<file path="config.mk">
export PLATFORM = sky130hd
export DESIGN_NAME = serializer_pipe_flat
export DESIGN_NICKNAME = d
export VERILOG_FILES = /design/src/rtl/serdes_pkg.sv /design/src/rtl/serializer_pipe_if.sv /design/src/rtl/ser_bit_mux.sv /design/src/rtl/serializer_pipe.sv /design/src/flat_wrapper.sv
export SDC_FILE = /design/constraint.sdc
export NUM_CORES = 1
export LEC_CHECK = 0
export ABC_AREA = 1
export CAP_MARGIN = 20
export CORE_MARGIN = 2
export CORE_UTILIZATION = 40
export CTS_CLUSTER_DIAMETER = 40
export DETAILED_ROUTE_END_ITERATION = 12
export DONT_BUFFER_PORTS = 1
export PLACE_DENSITY = 0.56
export SYNTH_ARGS = -nofsm -noshare
export SYNTH_HDL_FRONTEND = slang
export SYNTH_SLANG_ARGS = --single-unit
</file>
<file path="constraint.sdc">
create_clock -name clock -period 2.3 [get_ports clock]
set_clock_uncertainty 0.1 [all_clocks]
set_input_delay 0.23 -clock clock [delete_from_list [all_inputs] [get_ports clock]]
set_output_delay 0.23 -clock clock [all_outputs]
set_load 0.01 [all_outputs]
</file>
<file path="src/rtl/serdes_pkg.sv">
// Shared definitions for the serializer/deserializer pair: FSM encoding and default word width.
package serdes_pkg;

  localparam int DATA_W_DEFAULT = 16;

  typedef enum logic {
    ST_IDLE  = 1'b0,
    ST_SHIFT = 1'b1
  } state_t;

endpackage

</file>
<file path="src/rtl/serializer_pipe_if.sv">
// Word-side handshake and serial-side outputs of the serializer, bundled for port connection.
interface serializer_pipe_if import serdes_pkg::*; #(
  parameter int DATA_W = DATA_W_DEFAULT
) ();

  logic              enable;
  logic [DATA_W-1:0] din;
  logic              din_valid;
  logic              din_ready;
  logic              msb_first;
  logic              dout;
  logic              dout_valid;
  logic              frame_start;
  logic              underrun;

  modport master (
    output enable, din, din_valid, msb_first,
    input  din_ready, dout, dout_valid, frame_start, underrun
  );

  modport slave (
    input  enable, din, din_valid, msb_first,
    output din_ready, dout, dout_valid, frame_start, underrun
  );

endinterface

</file>
<file path="src/rtl/ser_bit_mux.sv">
// DATA_W-to-1 bit selector: picks bit idx counted from the MSB (ord=1) or from the LSB (ord=0).
module ser_bit_mux #(
  parameter  int DATA_W = 16,
  localparam int IDX_W  = $clog2(DATA_W)
) (
  input  logic [DATA_W-1:0] word,
  input  logic [IDX_W-1:0]  idx,
  input  logic              ord,
  output logic              dout
);

  logic [DATA_W-1:0] reversed;

  generate
    for (genvar gi = 0; gi < DATA_W; gi++) begin : g_rev
      assign reversed[gi] = word[DATA_W-1-gi];
    end
  endgenerate

  assign dout = ord ? reversed[idx] : word[idx];

endmodule

</file>
<file path="src/rtl/serializer_pipe.sv">
// Parallel-to-serial converter with a one-word holding buffer; words stream gaplessly at one bit per clock.
module serializer_pipe import serdes_pkg::*; #(
  parameter int DATA_W = DATA_W_DEFAULT
) (
  input  logic clock,
  input  logic reset,
  serializer_pipe_if.slave bus
);

  localparam int              IDX_W    = $clog2(DATA_W);
  localparam logic [IDX_W-1:0] LAST_IDX = IDX_W'(DATA_W - 1);

  state_t             state_reg, state_next;
  logic [IDX_W-1:0]   idx_reg, idx_next;
  logic [DATA_W-1:0]  hold_reg, hold_next;
  logic               hold_ord_reg, hold_ord_next;
  logic               hold_full_reg, hold_full_next;
  logic [DATA_W-1:0]  active_reg, active_next;
  logic               ord_reg, ord_next;
  logic               underrun_reg, underrun_next;

  logic last_bit;
  logic load;
  logic accept;
  logic mux_bit;

  // A new word may be moved into the shifter when the shifter is idle or on its last bit.
  assign last_bit      = (state_reg == ST_SHIFT) && (idx_reg == LAST_IDX);
  assign load          = ((state_reg == ST_IDLE) || last_bit) && bus.enable && hold_full_reg;
  assign bus.din_ready = !hold_full_reg || load;
  assign accept        = bus.din_valid && bus.din_ready;

  always_ff @(posedge clock or posedge reset) begin
    if (reset) begin
      state_reg     <= ST_IDLE;
      idx_reg       <= '0;
      hold_reg      <= '0;
      hold_ord_reg  <= 1'b0;
      hold_full_reg <= 1'b0;
      active_reg    <= '0;
      ord_reg       <= 1'b0;
      underrun_reg  <= 1'b0;
    end else begin
      state_reg     <= state_next;
      idx_reg       <= idx_next;
      hold_reg      <= hold_next;
      hold_ord_reg  <= hold_ord_next;
      hold_full_reg <= hold_full_next;
      active_reg    <= active_next;
      ord_reg       <= ord_next;
      underrun_reg  <= underrun_next;
    end
  end

  always_comb begin
    state_next     = state_reg;
    idx_next       = idx_reg;
    hold_next      = hold_reg;
    hold_ord_next  = hold_ord_reg;
    active_next    = active_reg;
    ord_next       = ord_reg;
    underrun_next  = last_bit && bus.enable && !hold_full_reg;
    // Consume and refill in the same cycle keeps the buffer full with the new word.
    hold_full_next = accept || (hold_full_reg && !load);

    if (accept) begin
      hold_next     = bus.din;
      hold_ord_next = bus.msb_first;
    end

    if (load) begin
      state_next  = ST_SHIFT;
      active_next = hold_reg;
      ord_next    = hold_ord_reg;
      idx_next    = '0;
    end else begin
      case (state_reg)
        ST_SHIFT: begin
          if (last_bit) begin
            state_next = ST_IDLE;
            idx_next   = '0;
          end else begin
            idx_next = idx_reg + IDX_W'(1);
          end
        end
        default: state_next = ST_IDLE;
      endcase
    end
  end

  ser_bit_mux #(.DATA_W(DATA_W)) u_mux (
    .word (active_reg),
    .idx  (idx_reg),
    .ord  (ord_reg),
    .dout (mux_bit)
  );

  assign bus.dout_valid  = (state_reg == ST_SHIFT);
  assign bus.dout        = (state_reg == ST_SHIFT) && mux_bit;
  assign bus.frame_start = (state_reg == ST_SHIFT) && (idx_reg == '0);
  assign bus.underrun    = underrun_reg;

endmodule

</file>
<file path="src/flat_wrapper.sv">
// flat-port wrapper written by rule: the top's interface ports become plain ports
module serializer_pipe_flat import serdes_pkg::*;
#(
  parameter int DATA_W = DATA_W_DEFAULT
)
  (clock, reset, bus_enable, bus_din, bus_din_valid, bus_msb_first, bus_din_ready, bus_dout, bus_dout_valid, bus_frame_start, bus_underrun);
  serializer_pipe_if #(.DATA_W(DATA_W)) bus_i ();
  input  logic clock;
  input  logic reset;
  input wire logic [$bits(bus_i.enable)-1:0] bus_enable;
  input wire logic [$bits(bus_i.din)-1:0] bus_din;
  input wire logic [$bits(bus_i.din_valid)-1:0] bus_din_valid;
  input wire logic [$bits(bus_i.msb_first)-1:0] bus_msb_first;
  output wire logic [$bits(bus_i.din_ready)-1:0] bus_din_ready;
  output wire logic [$bits(bus_i.dout)-1:0] bus_dout;
  output wire logic [$bits(bus_i.dout_valid)-1:0] bus_dout_valid;
  output wire logic [$bits(bus_i.frame_start)-1:0] bus_frame_start;
  output wire logic [$bits(bus_i.underrun)-1:0] bus_underrun;
  assign bus_i.enable = bus_enable;
  assign bus_i.din = bus_din;
  assign bus_i.din_valid = bus_din_valid;
  assign bus_i.msb_first = bus_msb_first;
  assign bus_din_ready = bus_i.din_ready;
  assign bus_dout = bus_i.dout;
  assign bus_dout_valid = bus_i.dout_valid;
  assign bus_frame_start = bus_i.frame_start;
  assign bus_underrun = bus_i.underrun;
  serializer_pipe #(.DATA_W(DATA_W)) u_core (.clock(clock), .reset(reset), .bus(bus_i));
endmodule
</file>
==> results.toml, run 1 <==
[cells_and_area]
fin_nets = 272
final_cells = 317
postLayoutCellArea_sq_mm = 0.00237
fin_util = 0.493
drive_gt1_frac = 0.128
num_antenna_cells = 0
syn2layout_area_growth_pct = 16.7

[synthesis]
netlist_area_sq_mm = 0.00204
synthesis.nets = 251
async_reset_ff_frac = 1.00
netlist-cell-type-count = 21
synthCells = 228
ys_warn_count = 0
synth_seq_cells = 41
ys_seq_area_frac = 0.504
synth_edf_count = 0
synthFlopType = "dfrtp_1"
synth.avg_cell_area_sq_um = 8.93

[worst_setup_path]
end_kind = "output port"
critPathRequiredTime_ps = 1970
crit_cells = 9
cp_num_buf_inv = 1
crit_top_cell = "nand2_1"
path_cells = "inv_1 -> nand2_1 -> nand2_1 -> nand2_1 -> nand2_1 -> nor2_1 -> nand2_1 -> nand3_1 -> a21oi_1"
crit_type = "register to output port"
cp-start-kind = "register"
path_max_fanout = 16
cp_slowest_stage_delay_ps = 400
cp_slowest_cell = "dfrtp_1"
critPathTopFamily = "simple AND/OR/NAND/NOR gates"
r2r_cells = 8
cp.arrival_ps = 1810

[detailed_routing]
drt_first_iter_violations = 55
drc_errors = 0
firstDrtPassIters = 4
wl_mm = 3.98
detail-route-antenna-nets = 0
vias_per_cell = 4.79
wl_per_cell_um = 12.5
vias = 1519

[grt]
grtUsageTotal = 0.159
antenna_found_initial = 0
gr-total-overflow = 0
grt_pass1_vias = 1444
grt_max_degree = 42
grt_pass1_wl_mm = 6.64

[clock_tree]
cts-root-buf = "clkbuf_8"
clk_pin_slew_ps = 80
clk_latency_ps = 290
htreeDepth = 2
cts_buffers = 5
cts_resized = 0
cts_buffer_depth = 2
cts_tree = "done"
cts.sink_count = 41

[power_and_ir_drop]
p_total_mw = 3.04
power.share.clock = 0.149
p_int_mw = 1.84
p_sw_frac = 0.394
vdd_drop_max_mv = 0.497
leakage_nw = 1.21
power_density_mw_per_mm2 = 1280
p_sw_mw = 1.20
pwr-share-comb = 0.415
seqPwrFrac = 0.436

[place]
gp_congestion = 0.873
dp_slack_ps = 443
numPlacedInstances = 290
post_dp_cell_area_sq_mm = 0.00210
dpl.hpwl_mm = 2.60
io_buffers = 0

[floorplan]
die-width_um = 75.3
row_count = 25
die-height_um = 75.3
io_pins = 26
fp.coreArea_sq_mm = 0.00482
start_util = 0.423
dieArea_sq_mm = 0.00568

[timing]
worst_pin_slew_ps = 515
rsz0062_at_grt = "no"
setup_violations = 0
whs_ps = 10.8
final-hold-violation-count = 0
tns_ps = 0
slew-limit-headroom = 0.657
worst_slack_ps = 161
max_freq_mhz = 468
finalCritPeriodShare = 0.930
slew_violations = 0
period_needed_ps = 2140

[outcome]
outcome = "complete, no violations"

[run]
maxCapViolations = 0

[worst_hold_path]
hold_class = "input port to register"
min_path_cells = 2
## layout by cell type, fill, tap and decap left out, types with 2 or more instances in the layout
cell,instances
o21ai_1,3
ha_1,2
dlygate4sd3_1,19
nand2_4,3
clkinv_2,2
nor3_1,2
o21ai_0,8
buf_4,3
a21oi_1,9
nand2_1,86
clkbuf_8,5
inv_1,19
dfrtp_1,41
nor2_1,6
nand3_1,20
mux2_4,14
## routing by layer
metal	vias to the layer above	share of wire	track usage
li1	764	-	-
met5	-	0	0
met2	31	0.47	0.247
met3	7	0.038	0.0317
met4	0	0.021	0.0819
met1	717	0.47	0.210
## timing repair
action	4_1_cts	5_1_grt
setup buffers	0	0
endpoints found under the hold margin	59	0
hold buffers	19	0
## final cells by class
cell class | count | area (sq um)
clock inverter | 2 | 10.0
fill | 490 | 2440
clock buffer | 6 | 72.6
multi-input combinational | 158 | 875
sequential | 41 | 1030
tap | 67 | 83.8
inverter | 20 | 75.1
timing repair buffer | 23 | 233
## logic make-up after synthesis
kind of cell,Yosys count,synth area share
compound gates,21,0.0535
fa+ha+maj,2,0.0123
buf+inv,29,0.0664
flops,41,0.504
mux,14,0.103
simple gates,121,0.261
## cell usage after synthesis, types with 2 or more instances
cell type | n | share of area
nor3_1 | 2 | 0.0049
dfrtp_1 | 41 | 0.50
nor2_1 | 6 | 0.011
nand3_1 | 20 | 0.049
ha_1 | 2 | 0.012
o21ai_1 | 3 | 0.0074
nand2_4 | 3 | 0.017
a21oi_1 | 9 | 0.022
inv_1 | 19 | 0.035
nand2_1 | 86 | 0.16
mux2_4 | 14 | 0.10
buf_2 | 6 | 0.015
o21ai_0 | 8 | 0.020
buf_6 | 2 | 0.011
## path summary, 6_finish.rpt
check | from | end | slack, ps
setup / recovery | u_core.idx_reg[0]$_DFFE_PP0P_ | bus_dout | 160
hold / removal | bus_din[15] | u_core.hold_reg[15]$_DFFE_PP0P_ | 10
setup reg to reg | u_core.idx_reg[1]$_DFFE_PP0P_ | u_core.hold_reg[6]$_DFFE_PP0P_ | 440
hold reg to reg | u_core.hold_reg[4]$_DFFE_PP0P_ | u_core.active_reg[4]$_DFFE_PP0P_ | 380
max in group asynchronous | reset | u_core.idx_reg[0]$_DFFE_PP0P_ | 1340
min in group asynchronous | reset | u_core.hold_reg[5]$_DFFE_PP0P_ | 400
## power by group through the flow
stage | clock network (mW) | logic (mW) | registers, mW
final | 0.453 | 1.26 | 1.32
after global routing | 0.508 | 1.45 | 1.38
after CTS | 0.473 | 1.28 | 1.33
after detailed placement | 0 | 1.25 | 1.34
after global placement | 0 | 1.24 | 1.34
after floorplan | 0 | 1.07 | 1.26
Power figures use the tool's default switching activity.
==> run 2: changes to the inputs <==
- HOLD_SLACK_MARGIN: unset -> 0.08
==> run 2 against run 1 <==
Count of clock-buffer cells in the layout is the same. Register-to-register slack lost 50 ps. Combinational power barely moved. Sequential power about the same. Power rose by 0.18%. Sequential cell count unchanged. Critical path depth is the same. Worst hold slack better by 200 ps. Via count down 0.46%. Cell area rose by 0.84%. Critical endpoint unchanged. Largest power group unchanged.
==> results.toml, run 2 (synthesis gave the netlist of run 1 again) <==
[worst_setup_path]
cp_slowest_stage_delay_ps = 400
cp.arrival_ps = 1790
cp-start-kind = "register"
cp_slowest_cell = "dfrtp_1"
path_max_fanout = 16
path_cells = "inv_1 -> nand2_1 -> nand2_1 -> nand2_1 -> nand2_1 -> nor2_1 -> nand2_1 -> nand3_1 -> a21oi_1"
crit_type = "register to output port"
end_kind = "output port"
crit_top_cell = "nand2_1"
critPathRequiredTime_ps = 1970

[detailed_routing]
detail-route-antenna-nets = 0
firstDrtPassIters = 4
vias = 1512
vias_per_cell = 4.74
drt_first_iter_violations = 49
wl_mm = 4.00
wl_per_cell_um = 12.5
drc_errors = 0

[power_and_ir_drop]
pwr-share-comb = 0.417
p_sw_frac = 0.393
p_int_mw = 1.85
leakage_nw = 1.21
vdd_drop_max_mv = 0.497
p_sw_mw = 1.20
seqPwrFrac = 0.435
power.share.clock = 0.149
power_density_mw_per_mm2 = 1270

[place]
dpl.hpwl_mm = 2.60
gp_congestion = 0.873
post_dp_cell_area_sq_mm = 0.00210
numPlacedInstances = 290
io_buffers = 0
dp_slack_ps = 443

[timing]
period_needed_ps = 2120
worst_pin_slew_ps = 516
slew-limit-headroom = 0.656
slew_violations = 0
setup_violations = 0
worst_slack_ps = 176
rsz0062_at_grt = "no"
whs_ps = 212
finalCritPeriodShare = 0.923
final-hold-violation-count = 0
max_freq_mhz = 471
tns_ps = 0

[grt]
grt_pass1_wl_mm = 6.68
antenna_found_initial = 0
grt_pass1_vias = 1462
grtUsageTotal = 0.159
grt_max_degree = 42
gr-total-overflow = 0

[clock_tree]
postCtsSetupRepairBufs = 0
cts_buffers = 5
cts.sink_count = 41
htreeDepth = 2
clk_latency_ps = 290
cts_tree = "done"
clk_pin_slew_ps = 70
cts_resized = 0
cts-root-buf = "clkbuf_8"
hold_buffers = 21
cts_buffer_depth = 2

[floorplan]
io_pins = 26
row_count = 25
die-height_um = 75.3
fp.coreArea_sq_mm = 0.00482
start_util = 0.423
dieArea_sq_mm = 0.00568
die-width_um = 75.3

[cells_and_area]
drive_gt1_frac = 0.127
final_cells = 319
num_antenna_cells = 0
syn2layout_area_growth_pct = 17.6
fin_nets = 274
final_common_cell = "nand2_1"
fill_cells = 490
postLayoutCellArea_sq_mm = 0.00239
final_cell_mix = "86 x nand2_1, 41 x dfrtp_1, 21 x dlygate4sd3_1"

[outcome]
outcome = "complete, no violations"

[worst_hold_path]
hold_class = "input port to register"

[run]
maxCapViolations = 0
[run 2: critical path, delay by kind of cell, from the launching register on]
family / cells / cell delay (ps)
flops: 1 / 400
buf+inv: 1 / 380
simple gates: 7 / 450
compound gates: 1 / 280
[run 2: area by class of cell]
cell class | count | area [sq um] | share of cell area
tap | 67 | 83.8 | 0.0350
inverter | 20 | 75.1 | 0.0313
sequential | 41 | 1030 | 0.428
timing repair buffer | 25 | 253 | 0.106
multi-input combinational | 158 | 875 | 0.365
clock buffer | 6 | 72.6 | 0.0303
clock inverter | 2 | 10.0 | 0.00418
[run 2: routing by layer]
layer,vias up,global-route usage,part of all wire
met3,7,0.0317,0.029
met1,714,0.210,0.48
met5,-,0,0
met4,0,0.0819,0.021
li1,768,-,-
met2,23,0.250,0.47
[run 2: final timing paths]
path / start / end / slack, ps / cells past startpoint
hold / removal: bus_din_valid / u_core.hold_reg[13]$_DFFE_PP0P_ / 210 / 3
min in group asynchronous: reset / u_core.hold_reg[5]$_DFFE_PP0P_ / 400 / 3
setup reg to reg: u_core.idx_reg[1]$_DFFE_PP0P_ / u_core.hold_full_reg$_DFF_PP0_ / 390 / 7
setup / recovery: u_core.idx_reg[0]$_DFFE_PP0P_ / bus_dout / 180 / 9
max in group asynchronous: reset / u_core.idx_reg[0]$_DFFE_PP0P_ / 1340 / 3
hold reg to reg: u_core.hold_reg[4]$_DFFE_PP0P_ / u_core.active_reg[4]$_DFFE_PP0P_ / 380 / 2
[run 2: power by group through the flow]
stage / clock (mW) / combinational (mW) / sequential [mW]
3_3_place_gp: 0 / 1.24 / 1.34
4_1_cts: 0.473 / 1.29 / 1.33
2_1_floorplan: 0 / 1.07 / 1.26
5_1_grt: 0.508 / 1.46 / 1.38
3_5_place_dp: 0 / 1.25 / 1.34
6_report: 0.453 / 1.27 / 1.32
[run 2: metrics by stage]
step	utilization	power [mW]
after floorplan	-	2.33
after global placement	0.436	2.58
after detailed placement	0.436	2.59
after CTS	0.497	3.09
after global routing	0.497	3.35
final	0.497	3.04
==> run 3: changes to the inputs <==
- CELL_PAD_IN_SITES_DETAIL_PLACEMENT: unset -> 0
- CELL_PAD_IN_SITES_GLOBAL_PLACEMENT: unset -> 1
- CORE_UTILIZATION: 40 -> 47
- PLACE_DENSITY: 0.56 -> 0.81
- SYNTH_HIERARCHICAL: unset -> 1
==> run 3 against run 2 <==
Die area is 8.3% lower. Largest power group unchanged. Fmax is 3.2% higher. Critical path type unchanged. Wire length is 2.6% lower. Critical endpoint unchanged. Sequential power hardly changed. Power is 2.2% higher. Sequential cell count stayed put.
==> results.toml, run 3 <==
[worst_setup_path]
path_cells = "inv_2 -> nand3_1 -> nand3_1 -> nand2_1 -> nand2_1 -> nand2_1 -> nand2_1 -> nand2_1 -> nand2_1 -> inv_1"
cp_num_buf_inv = 2
r2r_cells = 8
crit_top_cell = "nand2_1"
critPathRequiredTime_ps = 1970
r2r_end = "u_core/hold_reg[11]$_DFFE_PP0P_"
cp_slowest_cell = "dfrtp_1"
crit_type = "register to output port"
end_kind = "output port"
cp-start-kind = "register"
path_max_fanout = 12
cp.arrival_ps = 1730
rr_startpoint = "u_core/idx_reg[1]$_DFFE_PP0P_"
critPathTopFamily = "flip-flops"
cp_slowest_stage_delay_ps = 600
r2r_setup_slack_ps = 330

[run]
maxCapViolations = 0

[outcome]
outcome = "complete, no violations"

[floorplan]
row_count = 24
die-height_um = 72.2
dieArea_sq_mm = 0.00521
fp.coreArea_sq_mm = 0.00441
die-width_um = 72.2
start_util = 0.495
io_pins = 26

[detailed_routing]
wl_mm = 3.89
detail-route-antenna-nets = 0
drc_errors = 0
drt_first_iter_violations = 125
vias = 1631
wl_per_cell_um = 11.6
firstDrtPassIters = 4
vias_per_cell = 4.87

[timing]
period_needed_ps = 2060
worst_pin_slew_ps = 831
finalCritPeriodShare = 0.895
slew_violations = 0
final-hold-violation-count = 0
slew-limit-headroom = 0.445
rsz0062_at_grt = "no"
setup_violations = 0
max_freq_mhz = 486
tns_ps = 0

[place]
dpl.hpwl_mm = 2.61
gp_congestion = 0.735
io_buffers = 0

[synthesis]
synth_fa_ha_area_frac = 0.0115
ys_warn_count = 6
muxShareOfSynthArea = 0
netlist-cell-type-count = 23
async_reset_ff_frac = 1.00
synthSimpleGateAreaFrac = 0.339
synth_edf_count = 0
synthFlopType = "dfrtp_1"
synth_compound_area_frac = 0.0481
synth.avg_cell_area_sq_um = 8.24
synth_xor_area_frac = 0.00802
synth_top_area_frac = 0.470
synth.top_cells.by_count = "105 x nand2_1, 41 x dfrtp_1, 34 x nand3_1, 26 x inv_1, 20 x o21ai_0"
synthCells = 265
yosysMostFrequentCell = "nand2_1"
netlist_area_sq_mm = 0.00218
synth_seq_cells = 41
synth_top_family_by_area = "simple AND/OR/NAND/NOR gates"
synth_largest_area_cell = "dfrtp_1"
ys_seq_area_frac = 0.470
synthTopCellsByArea = "dfrtp_1 47%, nand2_1 18%, nand3_1 7.8%"
synthesis.nets = 288

[grt]
antenna_found_initial = 0
grt_max_degree = 42
grtUsageTotal = 0.175
grt_pass1_wl_mm = 7.09
gr-total-overflow = 0
grt_pass1_vias = 1561

[worst_hold_path]
min_path_cells = 3
hold_class = "input port to register"
min_to = "u_core/hold_reg[9]$_DFFE_PP0P_"
hold_start = "bus_din_valid"

[clock_tree]
cts.sink_count = 41
cts_tree = "done"
cts_buffers = 5
clk_latency_ps = 290
cts_buffer_depth = 2
clk_pin_slew_ps = 70
cts-root-buf = "clkbuf_8"
htreeDepth = 2

[cells_and_area]
drive_gt1_frac = 0.110
fin_nets = 306
final_common_cell = "nand2_1"
fill_cells = 423
multiInputGateArea_sq_um = 887
syn2layout_area_growth_pct = 12.0
ff_latch_area_sq_mm = 0.00103
final_cell_mix = "105 x nand2_1, 40 x dfrtp_1, 34 x nand3_1"
num_antenna_cells = 0
fin_util = 0.554

[power_and_ir_drop]
vdd_drop_max_mv = 0.588
leakage_nw = 1.23
power_density_mw_per_mm2 = 1270
[run 3: layer usage]
layer  GRT usage  part of all wire  up-vias  routed length (um)
met2       0.266              0.46       29                1780
met5           0                 0        -                   0
met1       0.247              0.49      729                1920
met3      0.0389             0.035        6                 135
li1            -                 -      867                   -
met4      0.0629             0.014        0                  55
[run 3: power breakdown]
part	switching [mW]	internal [mW]
combinational	0.725	0.496
clock	0.233	0.315
sequential	0.307	1.03
total	1.27	1.85
[run 3: worst reg2reg max path, stage by stage (launching register included)]
cell,delay [ps]
dfrtp_1,600
ha_1,270
nand3_2,110
nand2_4,140
nand2_4,60
nand2_4,230
nand2_4,190
nand2_1,110
nand2_1,50
[run 3: through the flow]
stage / hold WS, ps / setup slack, ps / std cells / instance area, sq um / total power, mW
CTS: 93.8 / 79.4 / 333 / 2420 / 3.10
floorplan: 257 / 702 / 265 / 2180 / 2.42
detailed placement: 179 / 325 / 306 / 2110 / 2.50
finish: 99.1 / 242 / 335 / 2440 / 3.11
global placement: 178 / 338 / 306 / 2110 / 2.49
global route: 112 / 39.7 / 335 / 2440 / 3.45
[run 3: how the worst max path moves through the flow]
stage,from,endpoint,slack [ps],cells after the start
final,u_core/idx_reg[1]$_DFFE_PP0P_,bus_dout,240,10
after global routing,u_core/idx_reg[1]$_DFFE_PP0P_,bus_dout,40,10
after CTS,u_core/idx_reg[0]$_DFFE_PP0P_,bus_dout,80,11
after detailed placement,u_core/idx_reg[0]$_DFFE_PP0P_,u_core/hold_reg[15]$_DFFE_PP0P_,330,8
after global placement,u_core/idx_reg[1]$_DFFE_PP0P_,u_core/hold_reg[14]$_DFFE_PP0P_,340,8
after floorplan,u_core/idx_reg[0]$_DFFE_PP0P_,bus_dout,700,13
[run 3: cells by family after synthesis]
| group | Yosys count |
|---|---|
| adders and majority gates | 2 |
| buffers and inverters | 42 |
| xor gates and xnor gates | 2 |
| DFF | 41 |
| AOI/OAI and AO/OA | 21 |
| and+or+nand+nor | 157 |
[run 3: what timing repair did]
item,CTS,global route
gates resized for setup,0,1
buffers inserted,0,2
hold buffers,20,0
setup endpoints to repair,0,1
hold endpoints to repair,62,0
[run 3: layout make-up]
type	instances	share of cell area
inverter	29	0.0486
sequential	41	0.420
clock buffer	5	0.0281
tap	52	0.0266
multi-input combinational	182	0.363
clock inverter	2	0.0143
timing repair buffer	24	0.0993
